[config.mk]
export PLATFORM = sky130hd
export DESIGN_NAME = and_unit_rr_sched
export DESIGN_NICKNAME = d
export VERILOG_FILES = /design/src/rtl/and_unit_rr_sched.sv
export SDC_FILE = /design/constraint.sdc
export NUM_CORES = 1
export LEC_CHECK = 0
export CORE_AREA = 2 2 74 76
export DETAILED_ROUTE_END_ITERATION = 6
export DIE_AREA = 0 0 76 78
export HOLD_SLACK_MARGIN = 0.06
export PLACE_DENSITY = 0.86
export SLEW_MARGIN = 20
export SYNTH_ARGS = -nofsm -noshare
export SYNTH_HDL_FRONTEND = slang
export SYNTH_SLANG_ARGS = --single-unit
export TNS_END_PERCENT = 30
[constraint.sdc]
create_clock -name clk -period 4.37 [get_ports clk]
set_input_delay 0.437 -clock clk [delete_from_list [all_inputs] [get_ports clk]]
set_output_delay 0.437 -clock clk [all_outputs]
set_load 0.05 [all_outputs]
[src/rtl/and_unit_rr_sched.sv]
// Round-robin scheduler sharing one WIDTH-bit AND stage among NREQ requesters.
// One grant per cycle; registered result returned with the requester index.
module and_unit_rr_sched #(
    parameter int NREQ  = 4,
    parameter int WIDTH = 8,
    parameter int ID_W  = 2
) (
    input  logic                  clk,
    input  logic                  rst,
    input  logic [NREQ-1:0]       req,
    input  logic [NREQ*WIDTH-1:0] op_a,
    input  logic [NREQ*WIDTH-1:0] op_b,
    output logic [NREQ-1:0]       gnt,
    output logic                  rsp_valid,
    input  logic                  rsp_ready,
    output logic [WIDTH-1:0]      rsp_data,
    output logic [ID_W-1:0]       rsp_id,
    output logic [15:0]           done_cnt
);

    logic [NREQ-1:0][WIDTH-1:0] and_res;
    logic [ID_W-1:0]            ptr_reg;
    logic                       rsp_valid_reg;
    logic [WIDTH-1:0]           rsp_data_reg;
    logic [ID_W-1:0]            rsp_id_reg;
    logic [15:0]                done_cnt_reg;

    logic                       slot_free;
    logic                       found;
    logic [ID_W-1:0]            gnt_idx;
    logic [ID_W-1:0]            cand_idx;
    logic [NREQ-1:0]            gnt_vec;
    int                         cand;

    generate
        for (genvar gi = 0; gi < NREQ; gi++) begin : g_and
            assign and_res[gi] = op_a[gi*WIDTH +: WIDTH] & op_b[gi*WIDTH +: WIDTH];
        end
    endgenerate

    assign slot_free = !rsp_valid_reg || rsp_ready;

    // Search starts one past the last winner, so ptr=NREQ-1 begins at index 0.
    always_comb begin
        gnt_vec  = '0;
        gnt_idx  = '0;
        cand_idx = '0;
        found    = 1'b0;
        cand     = 0;
        if (!rst && slot_free) begin
            for (int k = 1; k <= NREQ; k++) begin
                cand = int'(ptr_reg) + k;
                if (cand >= NREQ) cand = cand - NREQ;
                cand_idx = ID_W'(cand);
                if (!found && req[cand_idx]) begin
                    found            = 1'b1;
                    gnt_idx          = cand_idx;
                    gnt_vec[cand_idx] = 1'b1;
                end
            end
        end
    end

    always_ff @(posedge clk or posedge rst) begin
        if (rst) begin
            ptr_reg       <= ID_W'(NREQ - 1);
            rsp_valid_reg <= 1'b0;
            rsp_data_reg  <= '0;
            rsp_id_reg    <= '0;
            done_cnt_reg  <= '0;
        end else begin
            if (rsp_valid_reg && rsp_ready) done_cnt_reg <= done_cnt_reg + 16'd1;
            if (slot_free) rsp_valid_reg <= found;
            // Data and id hold across a bubble; only a new grant overwrites them.
            if (found) begin
                rsp_data_reg <= and_res[gnt_idx];
                rsp_id_reg   <= gnt_idx;
                ptr_reg      <= gnt_idx;
            end
        end
    end

    assign gnt       = gnt_vec;
    assign rsp_valid = rsp_valid_reg;
    assign rsp_data  = rsp_data_reg;
    assign rsp_id    = rsp_id_reg;
    assign done_cnt  = done_cnt_reg;

endmodule

==> flow_metrics.py <==
metrics = {
    "setup_path": {
        "start_kind": "flip-flop",
        "cp_max_fo": 16,
        "cpMaxStageDelayCell": "dfstp_2",
        "rr_worst_depth": 8,
        "crit_chain": "inv_1 -> ha_1 -> mux4_2 -> or3_4 -> nor2_2 -> a221oi_1 -> nor2_1 -> dlymetal6s2s_1",
        "worstSetupEndpoint": "gnt[1]",
        "cp.arrival_ns": 3.46,
        "crit_type": "reg2out",
        "reg2reg_slack_ns": 0.56,
        "crit_start": "ptr_reg[0]",
        "r2r_start": "ptr_reg[0]",
        "critPathRequiredTime_ns": 3.93,
        "cpPeakStageDelay_ns": 0.73,
        "cp-end-kind": "output pin",
        "r2r-end": "rsp_data[7]",
    },
    "outcome": {
        "outcome": "completed",
    },
    "timing": {
        "clock_skew_ns": 0.00501,
        "hold_viol": 0,
        "slew_violations": 0,
        "rsz0062_at_grt": "false",
        "max_freq_mhz": 257,
        "fin_crit_ns": 3.90,
        "setup_ws_ns": 0.474,
        "tightest_slew_ns": 0.914,
        "period_share": 0.892,
        "final.setup.tns_ns": 0,
        "slew_headroom": 0.391,
        "setup_viol": 0,
    },
    "yosys": {
        "ys_types": 35,
        "synthCells": 205,
        "synth_flop_cell": "dfrtp_1",
        "synth_edf_count": 0,
        "synthMostInstantiatedCell": "nand2_1",
        "synthTopCellsByArea": "dfrtp_1, mux2_2, nand2_1",
        "yosysSeqAreaShare": 0.364,
        "synthArstFlopShare": 1.00,
        "netlist_area_sq_um": 2000,
        "synth.yosys.warnings": 0,
        "synth_common_cells": "nand2_1, dfrtp_1, mux2_2",
        "synth_top_area_frac": 0.338,
        "synth.avg_cell_area_sq_um": 9.76,
        "synth_seq_cells": 29,
        "syn_nets": 285,
        "yosysTopAreaCell": "dfrtp_1",
    },
    "floorplan": {
        "initial_core_util": 0.397,
        "rows": 26,
        "core_sq_um": 5040,
        "die_area_sq_um": 5930,
        "die-width_um": 76,
        "io_pins": 102,
        "die_y_um": 78,
    },
    "power": {
        "switching_share": 0.464,
        "ir_drop_mv": 0.501,
        "intPower_mw": 0.935,
        "p_per_area_nw_per_um2": 549,
        "seqPwrFrac": 0.252,
        "p_clk_frac": 0.127,
        "switching_power_mw": 0.811,
        "leakage_nw": 1.38,
        "p_comb_frac": 0.621,
    },
    "clocking": {
        "htreeDepth": 2,
        "cts_buffer_depth": 2,
        "cts_tree": "built",
        "clk_latency_ns": 0.28,
        "numCtsBuffers": 5,
        "cts_hold_buf": 0,
        "clk_pin_slew_worst_paths_ns": 0.06,
        "clock-sinks": 29,
        "cts-root-buf": "clkbuf_8",
    },
    "min_path": {
        "min_path_type": "in2async",
    },
    "global_routing": {
        "antenna_found_initial": 0,
        "grt_pass1_wl_um": 8920,
        "grt_max_degree": 19,
        "grt.overflow.total": 0,
        "grt_pass1_vias": 1950,
        "grt_usage": 0.184,
    },
    "drt": {
        "drtIter0Drc": 38,
        "drtPass1Iterations": 4,
        "drc": 0,
        "wl_per_cell_um": 13.8,
        "drtAntennaViolNets": 0,
        "viasPerCell": 4.98,
        "routed_wl_um": 5250,
        "via_count": 1891,
    },
    "final_layout": {
        "largest_reg_flops": 16,
        "diodes": 0,
        "areaGrowthSynthToFinish_pct": 59.1,
        "nets": 389,
        "layout-drive-gt1-share": 0.152,
        "design_area_sq_um": 3180,
        "fill_cells": 435,
    },
    "job": {
        "maxCapViolations": 0,
    },
    "placed_design": {
        "post_dp_cell_area_sq_um": 3080,
        "gp_congestion": 0.843,
        "hpwl_um": 4170,
        "io_buffer_count": 101,
        "place_ws_ns": 0.354,
    },
}
cell families after synthesis:
group           count (synthesis)  synth area share
buf+inv                        13            0.0288
compound gates                 28             0.140
fa+ha+maj                       9            0.0563
mux                            24             0.156
simple gates                   87             0.189
xor+xnor                       15            0.0657
flops                          29             0.364
worst min-delay path by stage:
stage,from,end,slack (ns)
final,rst,rsp_valid,0.49
after global routing,rsp_id[0],rsp_id[0],0.51
after CTS,rsp_id[0],rsp_id[0],0.49
after detailed placement,rsp_id[1],rsp_id[1],0.47
after global placement,done_cnt[15],done_cnt[15],0.46
after floorplan,ptr_reg[1],ptr_reg[1],0.50
critical path: cells and delay by family, from the launching register on:
family                   cells  cell delay [ns]
flip-flops                   1             0.73
AND/OR/NAND/NOR              3             0.71
buffers and inverters        2             0.63
multiplexers                 1             0.56
adder cells (fa/ha/maj)      1             0.45
AO/OA/AOI/OAI                1             0.11
timing repair:
action | 4_1_cts | 5_1_grt
setup endpoints to repair | 0 | 4
resized for setup | 0 | 4
buffers inserted | 0 | 0
stage by stage:
step,power [mW],std cells,utilization,hold WS (ns)
6_report,1.75,380,0.631,0.489
5_1_grt,1.85,380,0.631,0.509
4_1_cts,1.76,380,0.629,0.488
3_5_place_dp,1.53,372,0.611,0.469
3_3_place_gp,1.51,372,0.611,0.461
2_1_floorplan,1.22,205,-,0.501
power groups by stage:
stage / clock network, mW / logic, mW / registers [mW]
floorplan: 0 / 0.567 / 0.650
global placement: 0 / 1.07 / 0.442
detailed placement: 0 / 1.09 / 0.442
CTS: 0.227 / 1.09 / 0.441
global route: 0.237 / 1.16 / 0.455
finish: 0.222 / 1.08 / 0.440
routing by layer:
| metal | part of all wire | GRT usage | up-vias |
|---|---|---|---|
| met5 | 0 | 0 | - |
| met4 | 0.025 | 0.0764 | 0 |
| met3 | 0.056 | 0.0349 | 14 |
| met2 | 0.50 | 0.311 | 60 |
| met1 | 0.42 | 0.233 | 892 |
| li1 | - | - | 925 |
cell usage in the layout, fill, tap and decap left out:
| cell type | netlist | routed |
|---|---|---|
| nand2b_1 | 3 | 3 |
| clkbuf_8 | 0 | 6 |
| or3_4 | 1 | 1 |
| nor2b_2 | 1 | 1 |
| a221oi_1 | 4 | 4 |
| nand4_1 | 2 | 2 |
| nand2_1 | 53 | 53 |
| ha_1 | 9 | 9 |
| nand3_1 | 7 | 7 |
| o211ai_2 | 2 | 2 |
| o31a_1 | 1 | 1 |
| dlymetal6s2s_1 | 0 | 4 |
| a21oi_1 | 1 | 1 |
| o21ai_2 | 1 | 1 |
| mux2_2 | 18 | 18 |
| dfrtp_1 | 27 | 27 |
| xnor2_1 | 11 | 11 |
| a221o_1 | 1 | 1 |
| nor2_2 | 1 | 1 |
| inv_1 | 7 | 7 |
| xor2_1 | 4 | 4 |
| mux2i_1 | 2 | 2 |
| dfstp_2 | 2 | 2 |
| o221ai_2 | 8 | 8 |
| a21o_1 | 2 | 2 |
| mux4_2 | 4 | 4 |
| buf_4 | 1 | 2 |
| o21ai_1 | 1 | 1 |
| and3_1 | 3 | 3 |
| o211ai_1 | 1 | 1 |
| clkdlybuf4s50_1 | 0 | 97 |
| or2_2 | 1 | 1 |
| a22oi_1 | 4 | 4 |
| o21ai_0 | 2 | 2 |
| nor2_1 | 13 | 13 |
| and2_1 | 2 | 2 |
| clkbuf_1 | 1 | 2 |
final cells by class:
cell class | count | area (sq um) | share of cell area
repair buffers | 103 | 1040 | 0.325
inverters | 7 | 26.3 | 0.00825
multi-input cells | 163 | 1210 | 0.382
flip-flops and latches | 29 | 728 | 0.229
well taps | 70 | 87.6 | 0.0275
clock buffers | 8 | 90.1 | 0.0283
Note: power is estimated with default switching activity, not from simulation.
==> edit 1: new RTL, config.mk and constraints unchanged <==
Put one more register stage on the output `done_cnt`, cleared by the reset. The value now appears one clock later. The other outputs are not delayed to match.
--- a/src/rtl/and_unit_rr_sched.sv
+++ b/src/rtl/and_unit_rr_sched.sv
@@ -86,3 +86,9 @@
     assign rsp_id    = rsp_id_reg;
-    assign done_cnt  = done_cnt_reg;
+    always_ff @(posedge clk or posedge rst) begin
+        if (rst) begin
+            done_cnt <= '0;
+        end else begin
+            done_cnt <= done_cnt_reg;
+        end
+    end
 
Formal check against the unedited RTL: not equivalent (Yosys sat finds a counterexample within 4 cycles, from zero or initial values and one cycle with rst high).
==> edit 1 against the unedited design <==
  * Critical path depth down 1
  * Total power up 24%
  * Register-to-register slack better by 0.18 ns
  * Non-clock buffer count up 3
  * Area after synthesis up 23%
  * Worst setup slack worse by 0.19 ns
  * Global-route usage up 2.9 points
  * Core utilization up 9.4 points
  * Hold slack worse by 0.073 ns
  * Sequential cell count up 16
  * Routed wire length up 13%
  * Final area up 15%
  * Die area unchanged
  * Clock skew up 0.0013 ns
  * Critical path type unchanged
  * Largest cell class unchanged
==> edit 1: results (changes against the unedited design) <==
| Metric | Value |
|---|---|
| Met3 wire len | 476 um (+62%) |
| Synth area leaders | dfrtp_1, nand2_1, ha_1 |
| Placed cell areas | 3540 sq um (+15%) |
| Synth unique cells | 43 (+23%) |
| Clk tree area frac | 3.15% (+0.32 points) |
| Routed via count | 2275 (+20%) |
| Status | finished clean |
| Most common library cells after synthesis | nand2_1, dfrtp_1, nor2_1 |
| Non-clock buffering overhead | 28.7% (-3.9 points) |
| Multi-input logic area | 1260 sq um (+3.5%) |
| Worst hold slack | 0.416 ns (-0.0726 ns) |
| Place WS | 0.630 ns (+0.276 ns) |
| Non-Clock Buffer Count | 106 (+2.9%) |
| Delay-heaviest family, CP | buffers and inverters |
| Final #Nets | 428 (+10%) |
| R2r endpoint | rsp_data[3] |
| Ratio of cells with drive above 1 in the final layout | 10.0% (-5.1 points) |
| WL per Instance | 14.2 um (+2.4%) |
| Post CTS Setup Buffer Count | 0 (unchanged) |
| Leak pwr | 1.54 nW (+12%) |
| Max reg flops | 32 (+16) |
| Iteration-0 DRC count of the detailed router | 143 (+280%) |
| Rel. slew slack | 50.3% (+11 points) |
| Seq area share | 30.9% (+8.0 points) |
| Fill cell count | 383 (-12%) |
| #FFs+latches synth | 45 (+55%) |
| Met3 Track Usage GR | 6.63% (+3.1 points) |
| GR Util met2 | 37.5% (+6.4 points) |
| Multi-input gate share of the layout cell area | 34.4% (-3.8 points) |
| Multi-input gates | 185 (+13%) |
| GPL Wtd Cong | 0.862 (+2.2%) |
| Logic inverters | 5 (-2) |
| Clk_skew | 0.00632 ns (+0.00131 ns) |
| VDD IR max | 0.286 mV (-43%) |
| Reg clk slew, reported paths | 0.09 ns (+0.03 ns) |
| Slowest-stage cell, CP | clkdlybuf4s50_1 |
| Max FO, Critical Path | 11 (-5) |
| Met2 routed WL | 3040 um (+17%) |
| Placed insts | 411 (+10%) |
| Final cycle utilization of the critical path | 93.5% (+4.3 points) |
| CTS Buffer Depth | 2 (unchanged) |
| Worst Setup EP | gnt[0] |
| Worst R2R Path Depth | 9 (+1) |
| Critical path's largest stage delay | 0.81 ns (+0.08 ns) |
| Total global-route track usage | 21.4% (+2.9 points) |
| Hold crit path type | reg -> reg |
| CP arrival | 3.65 ns (+0.19 ns) |
| Reg-to-reg setup timing slack | 0.74 ns (+0.18 ns) |
| Seq/Total Area, Yosys | 45.7% (+9.3 points) |
| Origin of the critical flop-to-flop path | ptr_reg[1] |
| Detailed placement HPWL | 4700 um (+13%) |
-- edit 1: cell types whose count changed after synthesis, sizes merged, moves of 3 or more --
cell / delta
o21ai: +7
mux2: -17
nand2: -4
clkbuf: +6
o311ai: +3
a21oi: +9
nor3: +8
a31oi: +8
nand3: -3
dfrtp: +16
o211ai: +6
o221ai: -8
a211oi: +8
-- edit 1: kinds of logic (layout without fill, tap and decap cells) --
| group | count (synthesis) | after routing | share of synthesized area, % |
|---|---|---|---|
| AOI/OAI and AO/OA | 63 | 63 | 19.4 |
| adders and majority gates | 9 | 9 | 4.56 |
| and+or+nand+nor | 91 | 91 | 16.8 |
| DFF | 45 | 45 | 45.7 |
| muxes | 7 | 7 | 4.92 |
| xor gates and xnor gates | 15 | 15 | 5.32 |
| buffers and inverters | 17 | 119 | 3.35 |
-- edit 1: where the power goes --
part | internal, mW | switching (mW)
Clock | 0.171 | 0.138
Sequential | 0.527 | 0.0817
Combinational | 0.474 | 0.779
Total | 1.17 | 0.999
==> edit 2: new RTL, config.mk and constraints unchanged <==
Without the edit above. Set the parameter `NREQ` to 2 (it was 4).
--- a/src/rtl/and_unit_rr_sched.sv
+++ b/src/rtl/and_unit_rr_sched.sv
@@ -3,3 +3,3 @@
 module and_unit_rr_sched #(
-    parameter int NREQ  = 4,
+    parameter int NREQ  = 2,
     parameter int WIDTH = 8,
Ports: changed (resized gnt, op_a, op_b and req); port bits go from 102 to 66. No check against the original RTL was run, so the function may have changed too.
==> edit 2 against the unedited design <==
  * Fmax up 30%
  * Total power down 51%
  * First-iteration DRC count down 42%
  * Critical endpoint is now gnt[0]
  * Non-clock buffer count down 37
  * Combinational power down 67%
  * Final area down 33%
  * Die area unchanged
  * Worst setup slack better by 0.90 ns
  * Highest routed layer unchanged
  * Sequential cell count down 1
  * Area after synthesis down 33%
  * Register-to-register slack better by 2.4 ns
  * Routed wire length down 44%
  * Sequential power down 21%
  * Clock skew down 0.00053 ns
==> edit 2: results (changes against the unedited design) <==
| Metric | Value |
|---|---|
| Status | finished clean |
| Synth Instances | 121 (-41%) |
| Synth area leaders | dfrtp_1, mux2_2, xnor2_1 |
| Largest net degree at the start of global routing | 30 (+11) |
| Hold path cells | 1 |
| WL per Instance | 11.3 um (-19%) |
| Critical path's largest stage delay | 0.83 ns (+0.10 ns) |
| Compound-Gate Fraction of Synth Area | 7.67% (-6.3 points) |
| Final #Nets | 228 (-41%) |
| Iteration-0 DRC count of the detailed router | 22 (-42%) |
| # port buffers | 65 (-36%) |
| CTS Buffer Depth | 2 (unchanged) |
| Multiplexer share of the synthesized area | 7.58% (-8.1 points) |
| Ratio of cells with drive above 1 in the final layout | 13.2% (-1.9 points) |
| Post-Layout Cell Count | 259 (-32%) |
| GPL Wtd Cong | 0.768 (-8.9%) |
| Worst hold slack | 0.465 ns (-0.0237 ns) |
| CP arrival | 2.56 ns (-0.90 ns) |
| Total global-route track usage | 10.7% (-7.8 points) |
| Detailed placement HPWL | 2350 um (-44%) |
| Leak pwr | 0.904 nW (-34%) |
| Initial antenna violation count | 0 (unchanged) |
| Worst R2R Path Depth | 4 (-4) |
| First-pass GRT wire length | 5090 um (-43%) |
| Clk_skew | 0.00448 ns (-0.000534 ns) |
| Synth unique cells | 31 (-11%) |
| Ys async rst share | 100% (unchanged) |
| VDD IR max | 0.246 mV (-51%) |
| Max FO, Critical Path | 29 (+13) |
| Delay-heaviest family, CP | buffers and inverters |
| CTS root buf | clkbuf_8 |
| Seq/Total Area, Yosys | 52.5% (+16 points) |
| Reg clk slew, reported paths | 0.09 ns (+0.03 ns) |
| Ys Warns | 0 (unchanged) |
| Routed via count | 1114 (-41%) |
| Hold crit path type | reg -> reg |
| Num CTS Buffers | 3 (-2) |
| Syn_nets | 159 (-44%) |
| H-Tree Depth | 1 (-1) |
| Reg-to-reg setup timing slack | 2.93 ns (+2.37 ns) |
| Slowest-stage cell, CP | clkdlybuf4s50_1 |
| TritonRoute pass-1 iters | 2 (-2) |
| Max reg flops | 16 (unchanged) |
| CTS resizes | 0 (unchanged) |
| Xor and xnor fraction of the mapped netlist area | 9.82% (+3.3 points) |
| Clock latency on the worst-skew pair | 0.27 ns |
| Post-Synth Adder-Cell Area | 0.935% (-4.7 points) |
| Most common library cells after synthesis | dfrtp_1, nand2_1, nand3_1 |
| Endpoints failing hold | 0 (unchanged) |
| Rel. slew slack | 64.1% (+25 points) |
| Post CTS Setup Buffer Count | 0 (unchanged) |
| ANT cells | 0 (unchanged) |
-- edit 2: cell count changes after synthesis, moves of 5 or more --
cell	delta
nand2_1	-36
mux2_2	-9
ha_1	-8
nor2_1	-8
o221ai_2	-8
o21ai_0	+7
nand3_1	+5
-- edit 2: power by group --
part,switching [mW],internal [mW],leakage (nW)
combinational,0.210,0.142,0.514
clock,0.0762,0.0805,0.0288
sequential,0.0422,0.304,0.361
total,0.329,0.527,0.904
-- edit 2: logic make-up after synthesis --
family,after synthesis
compound gates,15
xor+xnor,15
fa+ha+maj,1
buf+inv,5
flops,28
mux,9
simple gates,48
-- edit 2: final cells by class --
cell class,count,area (sq um)
clock buffer,4,55.1
fill,507,2920
sequential,28,702
tap,70,87.6
timing repair buffer,66,658
inverter,3,11.3
multi-input combinational,88,606
-- edit 2: layer usage --
metal  routed length, um  vias up  track usage (%)
met5                   0        -                0
met4                  17        0             1.64
met3                 286        2             4.30
met2                1430       51             19.6
met1                1190      510             11.9
li1                    -      551                -
-- edit 2: stage by stage --
step                      instance area [sq um]  worst slack (ns)  total power [mW]
final                                      2120              1.37             0.855
after global routing                       2120              1.20             0.904
after detailed placement                   2060              1.33             0.709
after global placement                     2060              1.36             0.703
after floorplan                            1340              1.47             0.568
after CTS                                  2120              1.33             0.872
-- edit 2: final timing paths --
kind                               from           end
setup / recovery                    rst        gnt[0]
hold / removal             done_cnt[15]  done_cnt[15]
setup reg to reg              rsp_valid   rsp_data[7]
hold reg to reg            done_cnt[15]  done_cnt[15]
max in group asynchronous           rst    ptr_reg[0]
min in group asynchronous           rst    ptr_reg[1]
